===== src/rtl/seq_subtractor_64bit_if.sv =====
// Request/result bundle for the slice-serial 64-bit subtractor.
// master = requester (drives operands and start), slave = subtractor.
interface seq_subtractor_64bit_if;
    logic        start;
    logic [63:0] in1;
    logic [63:0] in2;
    logic        b_in;
    logic        busy;
    logic        done;
    logic [63:0] diff;
    logic        b_out;
    logic        zero;
    logic        overflow;

    modport master (
        output start, in1, in2, b_in,
        input  busy, done, diff, b_out, zero, overflow
    );

    modport slave (
        input  start, in1, in2, b_in,
        output busy, done, diff, b_out, zero, overflow
    );
endinterface


===== src/rtl/seq_subtractor_64bit.sv =====
// Multi-cycle 64-bit subtractor: diff = in1 - in2 - b_in, one SLICE_W-bit
// slice per clock with the borrow carried between slices in a register.
module seq_subtractor_64bit #(
    parameter int SLICE_W = 8
) (
    input logic                   clk,
    input logic                   rst,
    seq_subtractor_64bit_if.slave bus
);
    localparam int DATA_W = 64;
    localparam int N      = DATA_W / SLICE_W;
    localparam int CNT_W  = (N > 1) ? $clog2(N) : 1;
    localparam logic [CNT_W-1:0] CNT_LAST = CNT_W'(N - 1);

    typedef enum logic [1:0] {
        ST_IDLE = 2'd0,
        ST_RUN  = 2'd1,
        ST_DONE = 2'd2
    } state_t;

    // Borrow-out lands in the extra MSB: a negative result wraps it to 1.
    function automatic logic [SLICE_W:0] slice_sub(
        input logic [SLICE_W-1:0] x,
        input logic [SLICE_W-1:0] y,
        input logic               bin
    );
        return {1'b0, x} - {1'b0, y} - {{SLICE_W{1'b0}}, bin};
    endfunction

    function automatic logic signed_ovf(
        input logic a_msb,
        input logic b_msb,
        input logic d_msb
    );
        return (a_msb != b_msb) && (d_msb != a_msb);
    endfunction

    state_t             state_q;
    state_t             state_d;
    logic               load;
    logic               step;
    logic               last;

    logic [DATA_W-1:0]  a_q;
    logic [DATA_W-1:0]  b_q;
    logic [DATA_W-1:0]  w_q;
    logic [DATA_W-1:0]  w_d;
    logic               borrow_q;
    logic [CNT_W-1:0]   cnt_q;
    logic [SLICE_W-1:0] a_sl;
    logic [SLICE_W-1:0] b_sl;
    logic [SLICE_W:0]   sub_res;

    logic [DATA_W-1:0]  diff_q;
    logic               b_out_q;
    logic               zero_q;
    logic               ovf_q;

    assign last = (cnt_q == CNT_LAST);

    always_ff @(posedge clk) begin
        if (rst) begin
            state_q <= ST_IDLE;
        end else begin
            state_q <= state_d;
        end
    end

    always_comb begin
        state_d = state_q;
        load    = 1'b0;
        step    = 1'b0;
        case (state_q)
            ST_IDLE: begin
                if (bus.start) begin
                    load    = 1'b1;
                    state_d = ST_RUN;
                end
            end
            ST_RUN: begin
                step = 1'b1;
                if (last) begin
                    state_d = ST_DONE;
                end
            end
            ST_DONE: begin
                if (bus.start) begin
                    load    = 1'b1;
                    state_d = ST_RUN;
                end else begin
                    state_d = ST_IDLE;
                end
            end
            default: state_d = ST_IDLE;
        endcase
    end

    // Slice datapath: select slice cnt_q, subtract, merge into working word.
    always_comb begin
        a_sl    = a_q[int'(cnt_q) * SLICE_W +: SLICE_W];
        b_sl    = b_q[int'(cnt_q) * SLICE_W +: SLICE_W];
        sub_res = slice_sub(a_sl, b_sl, borrow_q);
        w_d     = w_q;
        w_d[int'(cnt_q) * SLICE_W +: SLICE_W] = sub_res[SLICE_W-1:0];
    end

    always_ff @(posedge clk) begin
        if (rst) begin
            a_q      <= '0;
            b_q      <= '0;
            w_q      <= '0;
            borrow_q <= 1'b0;
            cnt_q    <= '0;
            diff_q   <= '0;
            b_out_q  <= 1'b0;
            zero_q   <= 1'b0;
            ovf_q    <= 1'b0;
        end else if (load) begin
            a_q      <= bus.in1;
            b_q      <= bus.in2;
            borrow_q <= bus.b_in;
            cnt_q    <= '0;
            w_q      <= '0;
        end else if (step) begin
            w_q      <= w_d;
            borrow_q <= sub_res[SLICE_W];
            cnt_q    <= last ? '0 : cnt_q + 1'b1;
            // Result flags are published only here so they never move mid-run.
            if (last) begin
                diff_q  <= w_d;
                b_out_q <= sub_res[SLICE_W];
                zero_q  <= (w_d == '0);
                ovf_q   <= signed_ovf(a_q[DATA_W-1], b_q[DATA_W-1], w_d[DATA_W-1]);
            end
        end
    end

    assign bus.busy     = (state_q == ST_RUN);
    assign bus.done     = (state_q == ST_DONE);
    assign bus.diff     = diff_q;
    assign bus.b_out    = b_out_q;
    assign bus.zero     = zero_q;
    assign bus.overflow = ovf_q;
endmodule


===== src/flat_wrapper.sv =====
// flat-port wrapper written by rule: the top's interface ports become plain ports
module seq_subtractor_64bit_flat 
#(
    parameter int SLICE_W = 8
)
  (clk, rst, bus_start, bus_in1, bus_in2, bus_b_in, bus_busy, bus_done, bus_diff, bus_b_out, bus_zero, bus_overflow);
  seq_subtractor_64bit_if bus_i ();
  input logic clk;
  input logic rst;
  input wire logic [$bits(bus_i.start)-1:0] bus_start;
  input wire logic [$bits(bus_i.in1)-1:0] bus_in1;
  input wire logic [$bits(bus_i.in2)-1:0] bus_in2;
  input wire logic [$bits(bus_i.b_in)-1:0] bus_b_in;
  output wire logic [$bits(bus_i.busy)-1:0] bus_busy;
  output wire logic [$bits(bus_i.done)-1:0] bus_done;
  output wire logic [$bits(bus_i.diff)-1:0] bus_diff;
  output wire logic [$bits(bus_i.b_out)-1:0] bus_b_out;
  output wire logic [$bits(bus_i.zero)-1:0] bus_zero;
  output wire logic [$bits(bus_i.overflow)-1:0] bus_overflow;
  assign bus_i.start = bus_start;
  assign bus_i.in1 = bus_in1;
  assign bus_i.in2 = bus_in2;
  assign bus_i.b_in = bus_b_in;
  assign bus_busy = bus_i.busy;
  assign bus_done = bus_i.done;
  assign bus_diff = bus_i.diff;
  assign bus_b_out = bus_i.b_out;
  assign bus_zero = bus_i.zero;
  assign bus_overflow = bus_i.overflow;
  seq_subtractor_64bit #(.SLICE_W(SLICE_W)) u_core (.clk(clk), .rst(rst), .bus(bus_i));
endmodule

===== config.mk =====
export PLATFORM = sky130hd
export DESIGN_NAME = seq_subtractor_64bit_flat
export DESIGN_NICKNAME = d
export VERILOG_FILES = /design/src/rtl/seq_subtractor_64bit_if.sv /design/src/rtl/seq_subtractor_64bit.sv /design/src/flat_wrapper.sv
export SDC_FILE = /design/constraint.sdc
export NUM_CORES = 1
export LEC_CHECK = 0
export ABC_AREA = 1
export BUFFER_PORTS_ARGS = -buffer_cell sky130_fd_sc_hd__buf_4
export CORE_UTILIZATION = 35
export CTS_CLUSTER_DIAMETER = 60
export DETAILED_ROUTE_END_ITERATION = 8
export PLACE_DENSITY = 0.57
export SYNTH_ARGS = -nofsm -noshare
export SYNTH_HDL_FRONTEND = slang
export SYNTH_SLANG_ARGS = --single-unit

===== constraint.sdc =====
create_clock -name clk -period 9.5 [get_ports clk]
set_input_delay 0.95 -clock clk [delete_from_list [all_inputs] [get_ports clk]]
set_output_delay 0.95 -clock clk [all_outputs]
set_load 0.02 [all_outputs]

# == Yosys cells after proc, flatten, opt, wreduce, memory -nomap -nowiden ==
# Index checks and enable logic that the tools add are counted.
# op_classes
n_addsub,4
eq_ne,7
shifts,4
mux,11
n_bitwise,1
reduce_logical,8
# op_table
cell,count
variable part select 64 x 7 -> 8 bit,2
bitwise mux 64 bit,1
logical NOT 64 bit,1
"variable shift 8 x 33 -> 64 bit, first input constant",1
variable part select 8 x 33 -> 64 bit,1
negation 6 -> 33 bit,1
subtractor 8 x 8 -> 9 bit,1
subtractor 9 x 1 -> 9 bit,1
2-to-1 mux 1 bit,6
one-hot mux 2 bit (3 select lines),1
2-to-1 mux 2 bit,2
OR reduction 2 bit,2
"adder 3 x 1 -> 3 bit, second input constant",1
"== test 3 bit, second input constant",1
2-to-1 mux 3 bit,1
AND reduction 3 bit,1
"== test 2 x 1 -> 1 bit, second input constant",1
"== test 2 bit, second input constant",1
logical NOT 2 bit,1
inequality test 1 bit,2
"inequality test 2 x 1 -> 1 bit, second input constant",1
"inequality test 2 bit, second input constant",1
AND reduction 2 bit,1
nonzero test 2 bit,1
other kinds (2),2
# totals
reg_bits,265
inputBits,132
output_inout_bits,69
wordCells,45

# == Depth between registers and ports, before layout ==
# logic_depth
ltp_word,7
mapped_depth,29
mapped_depth_nobuf,26

# == Least setup slack after synthesis ==
# OpenSTA, ideal clock, no wires.
# synth_path
path_type,reg-to-reg
from,register u_core.cnt_q[0]
to,"register u_core.zero_q, in the netlist u_core.bus.zero"
setup_ns,0.115
arrival_time_ns,3.905
required_ns,9.385
setup_slack_ns,5.480
stages_incl_launch_ff,25
path_buffers,4
period_less_slack_ns,4.020
cell_sequence,dfxtp_1 buf_6 clkbuf_1 clkbuf_1 clkbuf_1 o21ai_0 o221ai_1 o21ai_0 fa_1 fa_1 inv_1 nor2_1 nand3_1 o21ai_0 nor2_1 nand2_1 nor2_1 nand3_1 nor2_1 nand3_1 nor2_1 nand3_1 nor2_1 nand3_1 a21oi_2
# synth_between
elab_chain_len,6
word_cells_on_any_way,11
cone_classes,3 x add/sub; 1 x eq/ne; 4 x shift; 1 x mux; 2 x reduce/logical
# synth_rtl
element,line_no,source
"start, declared",seq_subtractor_64bit.sv:49,logic [CNT_W-1:0] cnt_q;
"start signal, assigned",seq_subtractor_64bit.sv:127,cnt_q <= last ? '0 : cnt_q + 1'b1;
"variable part select 64 x 7 -> 8 bit, on equally long branches","seq_subtractor_64bit.sv:100, seq_subtractor_64bit.sv:101",
subtractor 8 x 8 -> 9 bit,seq_subtractor_64bit.sv:27,"return {1'b0, x} - {1'b0, y} - {{SLICE_W{1'b0}}, bin};"
subtractor 9 x 1 -> 9 bit,seq_subtractor_64bit.sv:27,
variable part select 8 x 33 -> 64 bit,seq_subtractor_64bit.sv:104,w_d[int'(cnt_q) * SLICE_W +: SLICE_W] = sub_res[SLICE_W-1:0];
bitwise mux 64 bit,seq_subtractor_64bit.sv:104,
logical NOT 64 bit,seq_subtractor_64bit.sv:132,zero_q <= (w_d == '0);
"end signal, assigned",seq_subtractor_64bit.sv:132,
"end, declared",seq_subtractor_64bit.sv:56,logic zero_q;
# Several ways; a longest one is shown, not always the timed one.
# A chain may end at the register's enable or synchronous reset.

# == Final worst setup path ==
# layout_path
from,register u_core.cnt_q[1]
to,"register u_core.zero_q, in the netlist u_core.bus.zero"
# The elaborated chain is that of the path after synthesis.

==> metrics <==
status=complete, no violations; Worst Hold Launch=u_core.bus.diff[19]; crit path buf inv count=3; Synthesis Warnings=0; antenna cells=0; CP max-delay cell=inv_1; Yosys cell types=43; Syn Inst Count=1699; RR Endpoint=u_core.bus.zero; maximum operating frequency=210 MHz; layout cell share with drive strength beyond 1=16.3%; Placement Rows=67; Final Skew=19.1 ps; Static Leak=6.64 nW; Syn Area/Cell=7.07 um^2; HP Class=reg2reg; crit path cell chain=buf_4, inv_1, o21ai_0, o221ai_1, o21ai_0, fa_1, fa_1, inv_1, nor2_1, nand3_1, o21ai_0, nor2_1, nand3_1, nor2_1, nand3_1, nor2_1, nand3_1, nor2_1, nand3_1, nor2_1, nand3_1, a21oi_2; post-CTS setup buffer count=0; total negative setup slack=0 ps; global-route wire length before repair=59.7 mm; Synth Cell Area=12000 um^2; H-tree lvl count=1; Vert. Die Dim=187 um; hold depth=2; Final Total Pwr=2.95 mW; CTS tree=done; Seq/Total Area, Yosys=44.2%; final hold viol count=0; DRC Markers=0; switching part of the total=28.9%; EDFF count, synth=0; cell family with the largest share of critical-path delay=simple AND/OR/NAND/NOR gates; WS Path Type=reg2reg; Root Buffer=clkbuf_16; core box area=33600 um^2; Worst Hold End=u_core.bus.diff[19]; GR Overflow Total=0; Fin Hold WS=475 ps; Max Root-Sink Buffers=3; Final HPWL DP=26.4 mm; vias in the first global route=10900; total global-route track usage=21.1%; combinational share of power=18.8%; I/O pins=201; detailed-route via count=11600; dpl cells=2240; RSZ-0062 raised after global routing=false; clock sink total=265; commonest non-fill, non-tap cells in the layout=nor2_1 (401), o21ai_0 (332), dfxtp_1 (264), buf_4 (209), nand2_1 (181); Total Wirelength=37.8 mm; syn nets=1852; initial antenna violation count=0; startpoint types=flop; Nets=1976; Setup crit end kind=flop; most common cell after layout, fill and taps aside=nor2_1; largest net degree at the start of global routing=134; die area=35100 um^2; Worst-Margin Slew=1220 ps; Min Clock Period, post-route=4760 ps; area leader, netlist=dfxtp_1; gpl congestion=0.883; Critical R2R Launch=u_core.cnt_q[1]; Setup-failing EPs final=0; insertion delay to the later sink of the worst-skew pair=550 ps; worst reg2reg path depth=22; top_reg_cell synth=dfxtp_1; Initial DRC Count=831; Fill cells=3498; top-area cell type share of the netlist area=44.2%; slowest stage delay, CP=830 ps; Pint=2.09 mW; total CTS buffers=29; power share of the clock group=40.1%; leading post-synthesis cells by cell area=dfxtp_1 (44%), o21ai_0 (14%), nor2_1 (13%); CP max FO=39; Worst EP required=9930 ps; Die W=187 um; crit share post-route=50.1%; Worst-path clk slew=60 ps; Max Cap Violations=0; Slew Limit Fails=0; PostCTS Resize Cnt=0; register bit total from synthesis=265; Multi-input gate area=5820 um^2; routed vias/inst=5.06; worst vdd ir=0.000138 V; ys async rst share=0%; switching pwr=0.852 mW; register area=5310 um^2; Pwr per Cell Area=201 nW/um^2; DP Area=13700 um^2; final cell count without fillers=2290; Hold Buf Count CTS=0; Flop pwr share=41.1%; CP arrival=5190 ps; TritonRoute pass-1 iters=5; Design Area, Final=14700 um^2; Port Buf Inserts=200; Slew Limit Headroom=18.7%; post-route ant nets=0; FF-to-FF setup slack=4740 ps; Area Overhead vs Synth=22.2%; Starting Density=35.7%; DR WL/cell=16.5 um
-- worst min-delay path, stage by stage, from the launching register on --
cell and delay, ps:
dfxtp_1 310, nand3_1 70, nand2_1 50
-- synth_stat cells (6+ instances only) --
cell type and count:
a31oi_1 8, inv_2 6, buf_1 9, o22ai_1 15
o221ai_1 8, inv_1 101, a21oi_1 77, nand3_1 63
o21ai_0 332, dfxtp_1 265, o21bai_1 6, nor2_1 402
ha_1 19, clkbuf_1 96, or2_2 12, o21ai_1 7
nand4_1 12, o21a_1 8, o211ai_1 22, nand2_1 182
-- cell families after synthesis --
logic type               count (synthesis)  synth area share (%)
AND/OR/NAND/NOR                        696                  24.1
flip-flops                             265                  44.2
AO/OA/AOI/OAI                          489                  21.8
adder cells (fa/ha/maj)                 21                  2.31
buffers and inverters                  227                  7.54
XOR/XNOR                                 1                0.0729
-- per-layer routing --
metal  share of wire, %  up-vias  global-route usage, %
met5                  0        -                      0
met4                2.5        0                   5.74
met3                5.0       60                   2.23
met2                 47      361                   35.2
met1                 46     5307                   28.8
li1                   -     5848                      -
-- flip-flops by register name, indices dropped and copies added, names as in the netlist --
name,count
u_core.a_q,64
u_core.b_q,64
u_core.borrow_q,1
u_core.bus.b_out,1
u_core.bus.diff,64
u_core.bus.overflow,1
u_core.bus.zero,1
u_core.cnt_q,3
u_core.state_q,2
u_core.w_q,64
-- power groups by stage --
stage	Combinational (mW)	Sequential (mW)	Clock, mW
floorplan	0.375	1.22	0
global placement	0.543	1.23	0
detailed placement	0.550	1.23	0
CTS	0.552	1.21	1.20
global route	0.626	1.22	1.25
finish	0.555	1.21	1.18
-- layout make-up --
cell class / instances / area share, %
Clock buffer: 42 / 5.62
Tap cell: 448 / 3.82
Sequential cell: 265 / 36.2
Inverter: 111 / 2.92
Clock inverter: 8 / 1.13
Timing Repair Buffer: 209 / 10.7
Multi-Input combinational cell: 1207 / 39.7
-- worst max-delay path by stage --
stage	startpoint	endpoint	slack (ps)	depth (start not counted)
final	u_core.cnt_q[1]	u_core.bus.zero	4740	22
after global placement	u_core.cnt_q[1]	u_core.bus.zero	4930	22
after detailed placement	u_core.cnt_q[1]	u_core.bus.zero	4790	22
after floorplan	u_core.cnt_q[0]	u_core.bus.zero	5480	24
after CTS	u_core.cnt_q[1]	u_core.bus.zero	4760	22
after global routing	u_core.cnt_q[1]	u_core.bus.zero	4320	24
-- stage by stage --
step | setup WS, ps | utilization, %
3_3_place_gp | 4930 | 40.7
2_1_floorplan | 5480 | -
5_1_grt | 4320 | 43.7
6_report | 4740 | 43.7
4_1_cts | 4760 | 43.7
3_5_place_dp | 4790 | 40.7
Power figures use the tool's default switching activity.
